**src/rtl/dac_spi_ctl.sv**
```systemverilog
// Threshold DAC responder: captures a requested code and shifts {CMD, code} MSB first over 3-wire SPI,
// holding threshold_rdy_o low until the frame is sent and the DAC output has settled.
module dac_spi_ctl #(
   parameter int                DATA_W        = 16,
   parameter int                CMD_W         = 8,
   parameter logic [CMD_W-1:0]  CMD           = 8'h30,
   parameter int                CLK_DIV       = 4,
   parameter int                SETTLE_CYCLES = 20,
   parameter logic [DATA_W-1:0] RESET_CODE    = '0
) (
   input  logic              clk_i,
   input  logic              arst_i,
   input  logic [DATA_W-1:0] threshold_i,
   input  logic              threshold_wre_i,
   output logic              threshold_rdy_o,
   output logic [DATA_W-1:0] dac_code_o,
   output logic              dac_cs_n_o,
   output logic              dac_sclk_o,
   output logic              dac_mosi_o
);

   localparam int FRAME_W = CMD_W + DATA_W;
   localparam int DIV_MAX = (CLK_DIV > SETTLE_CYCLES) ? CLK_DIV : SETTLE_CYCLES;
   localparam int DIV_W   = $clog2(DIV_MAX + 1);
   localparam int BIT_W   = $clog2(FRAME_W + 1);

   localparam logic [DIV_W-1:0] DIV_LAST    = DIV_W'(CLK_DIV - 1);
   localparam logic [DIV_W-1:0] SETTLE_LAST = DIV_W'((SETTLE_CYCLES > 0) ? SETTLE_CYCLES - 1 : 0);
   localparam logic [BIT_W-1:0] BIT_LAST    = BIT_W'(FRAME_W - 1);

   typedef enum logic [2:0] {S_INIT, S_IDLE, S_SETUP, S_SHIFT, S_HOLD, S_SETTLE} state_t;

   state_t              state_q, state_n;
   logic [DIV_W-1:0]    div_q, div_n;
   logic [BIT_W-1:0]    bit_q, bit_n;
   logic [FRAME_W-1:0]  shreg_q, shreg_n;
   logic [DATA_W-1:0]   sent_q, sent_n;
   logic                pend_vld_q, pend_vld_n;
   logic [DATA_W-1:0]   pend_code_q, pend_code_n;
   logic                cs_n_q, cs_n_n;
   logic                sclk_q, sclk_n;
   logic                mosi_q, mosi_n;
   logic                rdy_q, rdy_n;
   logic [DATA_W-1:0]   code_q, code_n;

   logic                start;
   logic [DATA_W-1:0]   start_code;
   logic [FRAME_W-1:0]  frame;

   // NOTE: every signal written here gets its hold value first, so no path leaves one unassigned (no latches).
   always_comb begin
      state_n     = state_q;
      div_n       = div_q;
      bit_n       = bit_q;
      shreg_n     = shreg_q;
      sent_n      = sent_q;
      pend_vld_n  = pend_vld_q;
      pend_code_n = pend_code_q;
      cs_n_n      = cs_n_q;
      sclk_n      = sclk_q;
      mosi_n      = mosi_q;
      rdy_n       = rdy_q;
      code_n      = code_q;
      start       = 1'b0;
      start_code  = threshold_i;
      frame       = '0;

      // Busy-time writes land in the one-deep pending slot; the last one wins.
      if (state_q != S_IDLE && threshold_wre_i) begin
         pend_vld_n  = 1'b1;
         pend_code_n = threshold_i;
      end

      unique case (state_q)
         S_INIT: begin
            start      = 1'b1;
            start_code = RESET_CODE;
         end
         S_IDLE: begin
            start = threshold_wre_i;
         end
         S_SETUP: begin
            if (div_q == DIV_LAST) begin
               state_n = S_SHIFT;
               div_n   = '0;
               bit_n   = '0;
               sclk_n  = 1'b1;
            end else begin
               div_n = div_q + 1'b1;
            end
         end
         S_SHIFT: begin
            if (div_q != DIV_LAST) begin
               div_n = div_q + 1'b1;
            end else begin
               div_n = '0;
               if (sclk_q) begin
                  sclk_n = 1'b0;
               end else if (bit_q == BIT_LAST) begin
                  state_n = S_HOLD;
               end else begin
                  // Next bit goes out on the rising edge so it is stable across the following fall.
                  sclk_n  = 1'b1;
                  bit_n   = bit_q + 1'b1;
                  shreg_n = {shreg_q[FRAME_W-2:0], 1'b0};
                  mosi_n  = shreg_q[FRAME_W-2];
               end
            end
         end
         S_HOLD: begin
            if (div_q != DIV_LAST) begin
               div_n = div_q + 1'b1;
            end else begin
               div_n  = '0;
               cs_n_n = 1'b1;
               mosi_n = 1'b0;
               code_n = sent_q;
               if (SETTLE_CYCLES == 0 && !(pend_vld_q || threshold_wre_i)) begin
                  state_n = S_IDLE;
                  rdy_n   = 1'b1;
               end else begin
                  state_n = S_SETTLE;
               end
            end
         end
         S_SETTLE: begin
            if (div_q != SETTLE_LAST) begin
               div_n = div_q + 1'b1;
            end else if (pend_vld_q || threshold_wre_i) begin
               start      = 1'b1;
               start_code = threshold_wre_i ? threshold_i : pend_code_q;
               pend_vld_n = 1'b0;
            end else begin
               state_n = S_IDLE;
               rdy_n   = 1'b1;
            end
         end
         default: state_n = S_INIT;
      endcase

      if (start) begin
         frame   = {CMD, start_code};
         state_n = S_SETUP;
         div_n   = '0;
         shreg_n = frame;
         sent_n  = start_code;
         cs_n_n  = 1'b0;
         sclk_n  = 1'b0;
         mosi_n  = frame[FRAME_W-1];
         rdy_n   = 1'b0;
      end
   end

   // NOTE: state registers use non-blocking assignments so every flop samples pre-edge values.
   always_ff @(posedge clk_i or posedge arst_i) begin
      if (arst_i) begin
         state_q     <= S_INIT;
         div_q       <= '0;
         bit_q       <= '0;
         shreg_q     <= '0;
         sent_q      <= '0;
         pend_vld_q  <= 1'b0;
         pend_code_q <= '0;
         cs_n_q      <= 1'b1;
         sclk_q      <= 1'b0;
         mosi_q      <= 1'b0;
         rdy_q       <= 1'b0;
         code_q      <= '0;
      end else begin
         state_q     <= state_n;
         div_q       <= div_n;
         bit_q       <= bit_n;
         shreg_q     <= shreg_n;
         sent_q      <= sent_n;
         pend_vld_q  <= pend_vld_n;
         pend_code_q <= pend_code_n;
         cs_n_q      <= cs_n_n;
         sclk_q      <= sclk_n;
         mosi_q      <= mosi_n;
         rdy_q       <= rdy_n;
         code_q      <= code_n;
      end
   end

   assign threshold_rdy_o = rdy_q;
   assign dac_code_o      = code_q;
   assign dac_cs_n_o      = cs_n_q;
   assign dac_sclk_o      = sclk_q;
   assign dac_mosi_o      = mosi_q;

endmodule
```
**config.mk**
```make
export PLATFORM = sky130hd
export DESIGN_NAME = dac_spi_ctl
export DESIGN_NICKNAME = d
export VERILOG_FILES = /design/src/rtl/dac_spi_ctl.sv
export SDC_FILE = /design/constraint.sdc
export NUM_CORES = 1
export LEC_CHECK = 0
export BUFFER_PORTS_ARGS = -buffer_cell sky130_fd_sc_hd__buf_4
export CAP_MARGIN = 0
export CORE_MARGIN = 2
export CORE_UTILIZATION = 55
export CTS_CLUSTER_SIZE = 25
export DETAILED_ROUTE_END_ITERATION = 6
export PLACE_DENSITY = 0.87
export SYNTH_ARGS = -nofsm -noshare
export SYNTH_HDL_FRONTEND = slang
export SYNTH_SLANG_ARGS = --single-unit
```
**constraint.sdc**
```tcl
create_clock -name clk_i -period 2.6 [get_ports clk_i]
set_input_delay 0.13 -clock clk_i [delete_from_list [all_inputs] [get_ports clk_i]]
set_output_delay 0.13 -clock clk_i [all_outputs]
set_load 0.005 [all_outputs]
```
==> key figures <==
STA
  • Period utilization: 86.1%
  • Setup violations, final: 0
  • Max Fclk: roughly 450 MHz
  • Setup TNS: 0 ps
  • Setup WS post-layout: roughly 360 ps
  • Slew Limit Fails: 0
  • Crit path time final: between 2000 and 2500 ps
  • Final Hold Vio Count: 0
  • Hold_ws: between 8 and 9 ps
  • Worst-Margin Slew: 678 ps
  • Skew final: between 10 and 15 ps
  • RSZ-0062 raised after global routing: no
  • Rel. slew slack: 54.7%

Worst setup path
  • Crit path DAT: 2470 ps
  • Setup crit start: div_q[0]
  • Setup crit end: shreg_q[13]
  • Worst EP required: about 2800 ps
  • Critical Path End Type: flip-flop
  • R2r setup slk: 360 ps
  • R2R depth: 6
  • Worst Path Max Fanout: 24
  • CP startpoint kind: flip-flop
  • Reg2reg start: div_q[0]
  • Crit Reg-Reg Endpoint: shreg_q[13]
  • Critical path class: reg2reg

Synth
  • FF+latch count, synth: 89
  • Syn nets: 360
  • EDFF count, synth: 0
  • Top-area cell type share of the netlist area: between 50% and 60%
  • Synth cell types: 54
  • Cell area after synthesis: 4110 sq um
  • Syn avg cell area: 12.1 sq um
  • Total number of yosys warnings: 0
  • Async SR Flop Fraction: 100%
  • Seq/Total Area, Yosys: between 50% and 60%
  • Syn Inst Count: around 340
  • Synth area leader: dfrtp_1
  • Area contributors post-synth: dfrtp_1 (54%), mux2_2 (9.0%), mux2i_1 (5.9%)
  • Top_reg_cell synth: dfrtp_1

Layout
  • Finished Cell Area: between 4000 and 5000 sq um
  • Fill cell count: approximately 550
  • Antenna Diode Count: 0
  • Nets: approximately 400
  • Share of layout cells above drive strength 1: between 20% and 30%
  • Area delta synth->final: 16.9%

Detailed routing
  • Drt drc: 0
  • Total wire length: just under 9000 um
  • Routed wire per std cell: roughly 18 um
  • Vias per cell: 6.04
  • Post-route ant nets: 0
  • First-iteration detailed-routing DRC count: roughly 270
  • DRT Pass-1 Iters: 4
  • Total number of vias: around 3000

Job
  • Max-cap violations: 0

Worst hold path
  • Hold_sp: threshold_i[15]
  • Worst hold stages: 2
  • Hold crit path type: in2reg

Global route
  • Grt ovf: 0
  • Initial antenna violation count: 0
  • Via count of the first global-routing pass: 3104
  • GRT Total Usage: around 23%
  • First-pass GRT wire length: roughly 15000 um
  • Largest net degree at the start of global routing: 52

Die
  • Die W: around 90 um
  • Die height: 90.4 um
  • Core area: approximately 7300 sq um
  • Top Ports: 39
  • FP Rows: 31
  • Die area: 8170 sq um
  • Initial core utilization: about 57%

Power and ir drop
  • Comb power frac: 4.5%
  • Switching Fraction: between 20% and 30%
  • P_sw: ~0.00063 W
  • Sequential share of power: 57.6%
  • Max VDD drop: around 0.00049 V
  • PwrDens: around 510 nW/um^2
  • Leakage dissipation: between 2 and 2.5 nW
  • Clock network fraction of total power: 37.9%
  • Int Pwr: 0.00184 W

CTS
  • Post-CTS setup buffers: 0
  • Clock Pin Slew Worst Setup and Hold Paths: 90 ps
  • Root buffer selected by CTS: clkbuf_8
  • CTS tree: yes
  • H-tree depth: 3
  • CTS sink count: 89
  • CTS Buf Count: 9
  • Clk buf depth: 2
  • Clk Latency, worst-skew pair: 370 ps

Place
  • Dpl cell area: between 4000 and 5000 sq um
  • RD Place Congestion: a little over 0.8
  • Dpl ws: roughly 360 ps
  • Detailed Place HPWL: approximately 6000 um
  • Port Buf Inserts: 38

Status
  • Status: finished clean
## power by group through the flow
stage,clock (W),sequential [W],combinational [W]
after floorplan,0,0.00144,0.0000607
after global placement,0,0.00145,0.000103
after detailed placement,0,0.00145,0.000108
after CTS,0.000948,0.00142,0.000114
after global routing,0.00101,0.00142,0.000124
final,0.000936,0.00142,0.000112
## metrics by stage
stage               power (W)  util, %  cells
finish                0.00247     66.2    492
floorplan             0.00150        -    339
global placement      0.00155     62.8    471
CTS                   0.00248     66.2    492
detailed placement    0.00156     62.8    471
global route          0.00256     66.2    492
## what timing repair did
item | 4_1_cts | 5_1_grt
resized for setup | 0 | 0
hold buffers | 5 | 0
hold endpoints to repair | 42 | 0
setup endpoints to repair | 0 | 0
## routing by layer
metal	global-route usage [%]	vias to the layer above	wire [um]
li1	-	1388	-
met2	36.8	86	4390
met1	32.1	1489	3960
met3	2.75	10	380
met5	0	-	0
met4	9.87	0	130
## synth_stat cells (all sizes together), types with 2 or more instances
| cell | number |
|---|---|
| o2111ai | 2 |
| and3 | 3 |
| nand3b | 2 |
| a21oi | 12 |
| clkbuf | 13 |
| ha | 2 |
| nand2 | 5 |
| nor2b | 2 |
| a21o | 2 |
| or2 | 3 |
| o31ai | 2 |
| buf | 7 |
| nand3 | 2 |
| mux2 | 33 |
| o22ai | 2 |
| a211oi | 18 |
| a31oi | 3 |
| nand2b | 3 |
| o21ai | 24 |
| nor2 | 17 |
| a31o | 2 |
| mux2i | 24 |
| xor2 | 2 |
| o211ai | 3 |
| dfrtp | 88 |
| nor3 | 3 |
| and4b | 2 |
| a2bb2oi | 15 |
| nor4 | 2 |
| inv | 6 |
| a22oi | 16 |
| a21boi | 2 |
## placed cells by master, fill, tap and decap left out, types with 2 or more instances in the layout
master	count
ha_1	2
nand2_1	5
mux2i_1	24
dlygate4sd3_1	5
o211ai_1	3
inv_8	4
clkbuf_8	9
nand3b_1	2
o21ai_0	23
nor2b_1	2
inv_1	5
and3_1	3
a21boi_0	2
and4b_1	2
a22oi_2	3
a21oi_1	11
a22oi_1	13
mux2_2	33
dfrtp_1	88
buf_4	51
a211oi_1	18
o22ai_1	2
buf_12	2
nand3_1	2
a2bb2oi_1	15
nand2b_1	3
nor2_1	17
o31ai_1	2
a31oi_1	3
a21o_1	2
a31o_2	2
nor3_1	3
or2_2	3
o2111ai_1	2
xor2_1	2
## kinds of logic after synthesis
kind of cell    Yosys count  synth area share [%]
compound gates          110                  19.0
xor+xnor                  2                 0.427
buf+inv                  27                  2.99
simple gates             52                  7.83
fa+ha+maj                 2                 0.609
flops                    89                  54.3
mux                      57                  14.9
## state kept, by name, indices dropped and copies added (netlist names)
name and cells:
div_q 5, dac_cs_n_o 1, shreg_q 23, dac_sclk_o 1, sent_q 16, dac_mosi_o 1
pend_vld_q 1, dac_code_o 16, threshold_rdy_o 1, state_q 3, bit_q 5, pend_code_q 16
## worst min path at each step
stage,end
after global routing,pend_code_q[15]
after CTS,pend_code_q[15]
final,pend_code_q[15]
after floorplan,pend_code_q[0]
after global placement,pend_code_q[10]
after detailed placement,pend_code_q[10]
## worst max-delay path: stages, from the launching register on
cell and delay, ps:
dfrtp_1 390, ha_1 260, or4b_1 630, nor4_4 250
buf_12 240, mux2i_1 240, a22oi_1 90
## final cells by class
cell class | count | area (sq um) | area share [%]
tap | 99 | 124 | 2.58
clock buffer | 9 | 124 | 2.58
sequential | 89 | 2230 | 46.4
inverter | 7 | 27.5 | 0.573
clock inverter | 7 | 70.1 | 1.46
multi-input combinational | 223 | 1760 | 36.6
timing repair buffer | 58 | 473 | 9.85
(Power assumes the default switching activity.)
